$ cat src/rtl/data_bus_arbiter.sv
// Two-master / one-slave data bus arbiter: latches the granted request, runs one
// strobed access, captures read data and pulses the owner's ack. Macro ARB_RR_EN selects round-robin.
//
// state | meaning
// IDLE  | bus parked at zero, arbitrating between m0_req and m1_req
// ISSUE | one-cycle strobe with latched addr/wdata/wr, wait counter loaded
// WAIT  | address held, counting down ReadLatency cycles to the read sample
// DONE  | owner's ack pulses with rdata valid, last_owner updated
module data_bus_arbiter #(
   parameter int AddrWidth   = 32,
   parameter int DataWidth   = 32,
   parameter int ReadLatency = 1
) (
   input  logic                 clk,
   input  logic                 rst_n,
   input  logic                 m0_req,
   input  logic [AddrWidth-1:0] m0_addr,
   input  logic [DataWidth-1:0] m0_wdata,
   input  logic                 m0_wr,
   output logic                 m0_ack,
   output logic [DataWidth-1:0] m0_rdata,
   input  logic                 m1_req,
   input  logic [AddrWidth-1:0] m1_addr,
   input  logic [DataWidth-1:0] m1_wdata,
   input  logic                 m1_wr,
   output logic                 m1_ack,
   output logic [DataWidth-1:0] m1_rdata,
   output logic [AddrWidth-1:0] s_addr,
   output logic [DataWidth-1:0] s_wdata,
   output logic                 s_wr,
   output logic                 s_strobe,
   input  logic [DataWidth-1:0] s_rdata
);

   typedef enum logic [1:0] {
      IDLE  = 2'd0,
      ISSUE = 2'd1,
      WAIT  = 2'd2,
      DONE  = 2'd3
   } state_t;

   localparam logic [3:0] WaitLoad = 4'(ReadLatency - 1);

   state_t               state, state_nxt;
   logic                 owner_q, owner_nxt;
   logic                 last_owner_q, last_owner_nxt;
   logic [AddrWidth-1:0] addr_q, addr_nxt;
   logic [DataWidth-1:0] wdata_q, wdata_nxt;
   logic                 wr_q, wr_nxt;
   logic [3:0]           cnt_q, cnt_nxt;
   logic [DataWidth-1:0] m0_rdata_q, m0_rdata_nxt;
   logic [DataWidth-1:0] m1_rdata_q, m1_rdata_nxt;
   logic                 grant_m1;
   logic                 bus_active;

   // grant_m1 = 1 selects m1; only meaningful when at least one req is high
`ifdef ARB_RR_EN
   always_comb begin
      if (m0_req && m1_req) grant_m1 = ~last_owner_q;
      else                  grant_m1 = ~m0_req;
   end
`else
   always_comb begin
      grant_m1 = ~m0_req;
   end
`endif

   always_ff @(posedge clk or negedge rst_n) begin
      if (!rst_n) begin
         state        <= IDLE;
         owner_q      <= 1'b0;
         last_owner_q <= 1'b1;
         addr_q       <= '0;
         wdata_q      <= '0;
         wr_q         <= 1'b0;
         cnt_q        <= '0;
         m0_rdata_q   <= '0;
         m1_rdata_q   <= '0;
      end else begin
         state        <= state_nxt;
         owner_q      <= owner_nxt;
         last_owner_q <= last_owner_nxt;
         addr_q       <= addr_nxt;
         wdata_q      <= wdata_nxt;
         wr_q         <= wr_nxt;
         cnt_q        <= cnt_nxt;
         m0_rdata_q   <= m0_rdata_nxt;
         m1_rdata_q   <= m1_rdata_nxt;
      end
   end

   always_comb begin
      state_nxt      = state;
      owner_nxt      = owner_q;
      last_owner_nxt = last_owner_q;
      addr_nxt       = addr_q;
      wdata_nxt      = wdata_q;
      wr_nxt         = wr_q;
      cnt_nxt        = cnt_q;
      m0_rdata_nxt   = m0_rdata_q;
      m1_rdata_nxt   = m1_rdata_q;
      case (state)
         IDLE: begin
            if (m0_req || m1_req) begin
               owner_nxt = grant_m1;
               addr_nxt  = grant_m1 ? m1_addr  : m0_addr;
               wdata_nxt = grant_m1 ? m1_wdata : m0_wdata;
               wr_nxt    = grant_m1 ? m1_wr    : m0_wr;
               state_nxt = ISSUE;
            end
         end
         ISSUE: begin
            cnt_nxt   = WaitLoad;
            state_nxt = WAIT;
         end
         WAIT: begin
            if (cnt_q == 4'd0) begin
               // writes leave the owner's read data register untouched
               if (!wr_q) begin
                  if (owner_q) m1_rdata_nxt = s_rdata;
                  else         m0_rdata_nxt = s_rdata;
               end
               state_nxt = DONE;
            end else begin
               cnt_nxt = cnt_q - 4'd1;
            end
         end
         DONE: begin
            last_owner_nxt = owner_q;
            state_nxt      = IDLE;
         end
         default: state_nxt = IDLE;
      endcase
   end

   assign bus_active = (state == ISSUE) || (state == WAIT);
   assign s_addr     = bus_active ? addr_q  : '0;
   assign s_wdata    = bus_active ? wdata_q : '0;
   assign s_strobe   = (state == ISSUE);
   assign s_wr       = (state == ISSUE) && wr_q;
   assign m0_ack     = (state == DONE) && !owner_q;
   assign m1_ack     = (state == DONE) && owner_q;
   assign m0_rdata   = m0_rdata_q;
   assign m1_rdata   = m1_rdata_q;

endmodule

$ cat config.mk
export PLATFORM = sky130hd
export DESIGN_NAME = data_bus_arbiter
export DESIGN_NICKNAME = d
export VERILOG_FILES = /design/src/rtl/data_bus_arbiter.sv
export SDC_FILE = /design/constraint.sdc
export NUM_CORES = 1
export LEC_CHECK = 0
export ABC_AREA = 1
export BUFFER_PORTS_ARGS = -buffer_cell sky130_fd_sc_hd__buf_4
export CAP_MARGIN = 20
export CORE_MARGIN = 1.5
export CORE_UTILIZATION = 52
export CTS_CLUSTER_DIAMETER = 50
export DETAILED_ROUTE_END_ITERATION = 7
export PLACE_DENSITY = 0.87
export RECOVER_POWER = 50
export REMOVE_ABC_BUFFERS = 1
export SKIP_CTS_REPAIR_TIMING = 1
export SYNTH_ARGS = -nofsm -noshare
export SYNTH_HDL_FRONTEND = slang
export SYNTH_SLANG_ARGS = --single-unit
export TNS_END_PERCENT = 30
$ cat constraint.sdc
create_clock -name clk -period 4.6 [get_ports clk]
set_clock_uncertainty 0.15 [all_clocks]
set_input_delay 1.38 -clock clk [delete_from_list [all_inputs] [get_ports clk]]
set_output_delay 1.38 -clock clk [all_outputs]
set_load 0.1 [all_outputs]
# Word level (Yosys, flattened, before mapping)
# Cells that the tools add are included.
[word_totals]
out_inout_bits = 132
ramBits = 0
rom_bits = 0
latch_bits = 0
register_bits = 136
n_memories = 0
[op_classes]
div = 0
addsub = 1
n_reduce_logical = 14
n_mul = 0
n_shift = 0
mux = 10
bitwise_logic = 3
n_lt_le_gt_ge = 0
n_eq_ne = 6
[ops]
columns = ["operator", "n"]
rows = [
  ["$mux W32", 4],
  ["$pmux W2 S4", 1],
  ["$pmux W4 S2", 1],
  ["$reduce_and A4 Y1", 2],
  ["$ne A2 B2 Y1 const B", 3],
  ["$reduce_and A2 Y1", 3],
  ["$eq A2 B2 Y1 const B", 2],
  ["$logic_not A4 Y1", 1],
  ["$mux W2", 2],
  ["$mux W4", 1],
  ["$sub A4 B1 Y4 const B", 1],
  ["$logic_and A1 B1 Y1", 3],
  ["$not A1 Y1", 3],
  ["$eq A2 B1 Y1 const B", 1],
  ["$logic_not A2 Y1", 1],
  ["$logic_or A1 B1 Y1", 2],
  ["$reduce_bool A2 Y1", 1],
  ["$logic_not A1 Y1", 1],
  ["$mux W1", 1],
]

# Logic depth before layout (Yosys ltp)
# Gate-level depths: netlist (run 1).
[depth]
depth_word = 3
ltp_mapped = 8
depth_no_buf = 7

# Worst setup path before layout (run 1)
# Ideal clock, no wire load.
[synth_path]
path_kind = "flip-flop to output port"
start = "register state[1]"
end = "output s_wr"
n_path_buf = 0
arrival_time_ns = 2.019
t_required_ns = 3.070
stages_incl_launch_ff = 5
path_slack_ns = 1.051
path_cell_list = "dfrtp_1 -> inv_1 -> ha_1 -> nand2_1 -> inv_1"
[synth_via]
elab_chain_cells = 2
[synth_rtl]
columns = ["element", "line", "text"]
rows = [
  ["start, declared", "44", "state_t state, state_nxt;"],
  ["start signal, assigned", "80", "state <= state_nxt;"],
  ["$eq A2 B1 Y1", "n/a", ""],
  ["via s_strobe", "31", "output logic s_strobe,"],
  ["$logic_and A1 B1 Y1", "140", "assign s_wr = (state == ISSUE) && wr_q;"],
  ["end, declared", "30", "output logic s_wr,"],
]
# The timed path passes the listed nets, and every way through them passes these cells.

# Final worst setup path (run 1)
[layout_path]
start = "register state[1]"
end = "output s_addr[2]"
[layout_via]
elab_chain_cells = 3
elab_cells_between_ends = 4
[layout_rtl]
columns = ["element", "line", "text"]
rows = [
  ["$eq A2 B1 Y1 / $eq A2 B2 Y1 (equally long branches)", "136", "assign bus_active = (state == ISSUE) || (state == WAIT);"],
  ["$logic_or A1 B1 Y1 (*)", "136", ""],
  ["$mux W32 (*)", "137", "assign s_addr = bus_active ? addr_q : '0;"],
  ["end, declared", "28", "output logic [AddrWidth-1:0] s_addr,"],
]
# Mark *: on every way between the ends. The rest lies on a longest branch, timed or not.

==> results of run 1 <==
[synth_stat cells (all sizes together)]
cell type / instances
nand4: 66
nand3: 4
buf: 39
nand2: 610
nor2: 7
or2: 2
o21ai: 2
inv: 77
xor2: 1
clkbuf: 23
ha: 6
dfrtp: 136
[cell families (layout without fill, tap and decap cells)]
family,Yosys count,in the layout,synth area share (%)
buffers and inverters,139,418,8.37
adders and majority gates,6,6,1.10
AOI/OAI and AO/OA,2,2,0.201
DFF,136,136,49.7
xor gates and xnor gates,1,1,0.128
and+or+nand+nor,689,689,40.5
[flip-flops by register name, indices dropped and copies added, names as in the netlist]
name / flops
wr_q: 1
cnt_q: 4
m1_rdata: 32
owner_q: 1
addr_q: 32
m0_rdata: 32
wdata_q: 32
state: 2
[per-layer routing]
metal / wire [µm] / global-route usage (%)
met5: 0 / 0
met2: 10100 / 48.7
met1: 8220 / 38.7
met3: 1640 / 7.70
met4: 757 / 11.9
[worst max-delay path, cell delays in order, from the launching register on]
cell	delay, ns
dfrtp_1	0.40
inv_1	0.10
ha_2	0.89
buf_4	0.32
nand2_1	0.09
inv_1	0.06
buf_4	0.28
[layout by cell type (no fill, tap or decap)]
cell and n:
clkbuf_16 17, nor2_2 2, ha_2 1, inv_8 1, xor2_1 1, clkbuf_2 3, dfrtp_1 136, nand3_1 4
ha_1 5, bufinv_16 2, nand2_1 610, clkinv_4 3, buf_4 274, o21ai_0 2, clkinvlp_4 2, buf_12 3
clkinv_2 2, or2_2 2, inv_6 5, inv_2 3, inv_1 74, nand4_1 66, nor2_1 5, clkbuf_1 29
[how the worst max path moves through the flow]
stage	from	end	slack [ns]	cells after the start
floorplan	m0_req	addr_q[0]	0.27	4
global placement	state[1]	s_wdata[26]	1.06	6
CTS	state[1]	s_wdata[26]	0.54	6
detailed placement	state[1]	s_wdata[26]	0.99	6
global route	cnt_q[0]	m1_rdata[19]	0.41	7
finish	state[1]	s_addr[2]	0.52	6
[through the flow]
stage | worst slack [ns] | area (µm²)
after global routing | 0.407 | 9600
after CTS | 0.541 | 9700
after global placement | 1.06 | 9110
after floorplan | 0.269 | 6560
after detailed placement | 0.993 | 9110
final | 0.522 | 9600
[cell type report]
| class | instances | area [µm²] | area share, % |
|---|---|---|---|
| Sequential cell | 136 | 3400 | 35.4 |
| Inverter | 77 | 289 | 3.01 |
| Clock inverter | 15 | 166 | 1.73 |
| Tap cell | 172 | 215 | 2.24 |
| Multi-Input combinational cell | 698 | 2860 | 29.8 |
| Timing Repair Buffer | 309 | 2240 | 23.3 |
| Clock buffer | 17 | 425 | 4.43 |
==> run metrics, run 1 <==
status=finished with violations; failing checks=capacitance limit, slew limit; Worst EP arrival=2.55 ns; DRC violations left=0; layout cells sized above 1=25.6%; initial antenna violation count=0; core area=12700 µm²; Tcrit/Tclk final=88.6%; Hold Startpoint=m0_rdata[17]; Pins Over Slew Limit=127; IO Port Bufs=297; RSZ-0062 raised after global routing=no; grt total ovfl=0; hold path endpoint=m0_rdata[17]; row count=41; boundary pin count=298; Distinct cells, synth=17; Worst-Skew Late Latency=0.42 ns; Nets=1411; Req. time, crit path=3.07 ns; max-cap check violation count=2; vias=7257; wire length per cell=14.5 µm; # clock sinks=136; Die Ht=118 µm; critical path class=reg2out; Least-Margin Pin Slew=2.76 ns; vias per inst=5.10; Critical R2R Launch=cnt_q[0]; Worst slew margin=-84.6%; synthesized area=6850 µm²; GPL Wtd Cong=0.832; crit start category=flip-flop; Area growth syn-to-layout=40.3%; HP Class=reg2reg; synthesized flop and latch total=136; largest cells by area after synthesis=dfrtp_1 (50%), nand2_1 (33%), nand4_1 (6.0%); cts bufs inserted=17; CP max FO=41; HPWL after detailed placement=14.1 mm; sequential-to-total area share from yosys stat=49.7%; Synth Instances=973; ant diodes=0; clock root buffer=clkbuf_16; Synth top area share=49.7%; r2r endpoint=m0_rdata[29]; Final Setup Violations=0; hold slack=0.323 ns; Warnings, synthesis=0; 1st-pass router iterations=5; TritonCTS clock tree=built; min cycle time layout=4.08 ns; Reg2Reg Setup Slack=0.71 ns; largest net degree at the start of global routing=82; hold depth=2; gr usage total=30.0%; fill cell count=1025; die area=13900 µm²; drt first-iter violations=798; vias in the first global route=6747; first-pass GRT wire length=33.5 mm; Routed WL=20.7 mm; most area-hungry cell type in the Yosys netlist=dfrtp_1; final core utilization=75.5%; Crit. End Element=output pin; initial core utilization=53.8%; Post-DRT Antenna Nets=0; fmax=245 MHz; Avg Cell Area, Syn=7.04 µm²; Setup TNS Final=0 ns; final std cells w/o fill=1424; R2R depth=7; CTS Buffer Depth=2; die span in x=118 µm; Post-Place Cells=1390; H-tree Lvls=4; clk slew on worst S/H paths=0.06 ns; final hold vios=0
Power of run 1 is not shown: default switching activity piles up to over one toggle a cycle in this logic, so the estimate is an artifact.
==> run 2, diff against run 1 <==
Settings changed: CORE_UTILIZATION 52 to 30, PLACE_DENSITY 0.87 to 0.55, SKIP_CTS_REPAIR_TIMING 1 to default.
Clock period 4.6 ns to 4.9 ns, I/O delays scaled along.
==> run metrics, run 2 (synthesis gave the netlist of run 1 again) <==
grt total ovfl=0; initial core utilization=30.4%; Die Ht=154 µm; Crit. End Element=flip-flop; Req. time, crit path=5.05 ns; status=finished with violations; Least-Margin Pin Slew=3.01 ns; CP max FO=70; die span in x=154 µm; IO Port Bufs=297; CTS Buffer Depth=2; gr usage total=18.6%; # clock sinks=136; Worst slew margin=-101%; most common cell after layout, fill and taps aside=nand2_1; vias per inst=4.47; min cycle time layout=4.16 ns; crit start category=flip-flop; ant diodes=0; post-CTS setup buffer count=0; clk slew on worst S/H paths=0.06 ns; RSZ-0062 raised after global routing=no; vias in the first global route=6714; final hold vios=0; first-pass GRT wire length=34.9 mm; critical path class=reg2reg; fmax=241 MHz; layout cells sized above 1=27.7%; number of hold buffers added after cts=0; HP Class=reg2reg; post-route cell area=9800 µm²; Worst-Skew Late Latency=0.41 ns; 1st-pass router iterations=4; Setup TNS Final=0 ns; failing checks=capacitance limit, slew limit; HPWL after detailed placement=15.1 mm; post-cts resize count=0; most frequent cells in the layout=nand2_1 (610), buf_4 (301), dfrtp_1 (136); Final Setup Violations=0; Placement Cell Area=9280 µm²; vias=6873; H-tree Lvls=4; max-cap check violation count=2; final core utilization=43.6%; wire length per cell=14.1 µm; drt first-iter violations=316; TritonCTS clock tree=built; Nets=1411; Worst EP arrival=4.30 ns; Post-DRT Antenna Nets=0; Routed WL=21.7 mm; die area=23700 µm²; cts bufs inserted=17; row count=55; Pins Over Slew Limit=160; initial antenna violation count=0; boundary pin count=298; Area growth syn-to-layout=43.2%; Tcrit/Tclk final=84.8%; largest net degree at the start of global routing=90; GPL Wtd Cong=0.791; core area=22500 µm²; fill cell count=2393; DRC violations left=0; clock root buffer=clkbuf_16
run 2: worst max-delay path, cell delays in order, from the launching register on:
cell and delay (ns):
dfrtp_1 0.41, inv_1 0.12, ha_1 0.16, clkbuf_1 2.11
nand4_1 0.21, clkbuf_2 0.58, nand2_1 0.20, nand2_1 0.06
run 2: path summary, 6_finish.rpt:
path,from,endpoint,slack [ns],cells after the start
min in group asynchronous,rst_n,m0_rdata[22],1.55,1
setup / recovery,state[0],m0_rdata[17],0.74,7
hold / removal,m0_rdata[14],m0_rdata[14],0.32,2
setup reg to reg,state[0],m0_rdata[17],0.74,7
max in group asynchronous,rst_n,addr_q[13],1.65,1
hold reg to reg,m0_rdata[14],m0_rdata[14],0.32,2
run 2: cell type report:
class,instances,area (µm²),area share [%]
inverters,77,289,2.95
clock buffers,18,429,4.38
well taps,285,357,3.64
repair buffers,309,2330,23.7
clock inverters,14,125,1.28
multi-input cells,698,2870,29.3
flip-flops and latches,136,3400,34.7
run 2: routing by layer:
metal / vias up / wire (µm) / share of wire (%) / track usage, %
met5: - / 0 / 0 / 0
met4: 0 / 376 / 1.7 / 5.69
met3: 23 / 1760 / 8.1 / 4.34
met2: 266 / 9960 / 46 / 30.2
met1: 3110 / 9620 / 44 / 24.7
li1: 3474 / - / - / -
run 2: stage by stage:
step	std cells	hold WS [ns]	worst slack, ns
floorplan	911	0.292	0.479
global placement	1504	0.305	1.36
detailed placement	1505	0.310	1.27
CTS	1537	0.325	0.827
global route	1537	0.344	0.380
finish	1537	0.320	0.744
Power of run 2 is left out for the same reason.
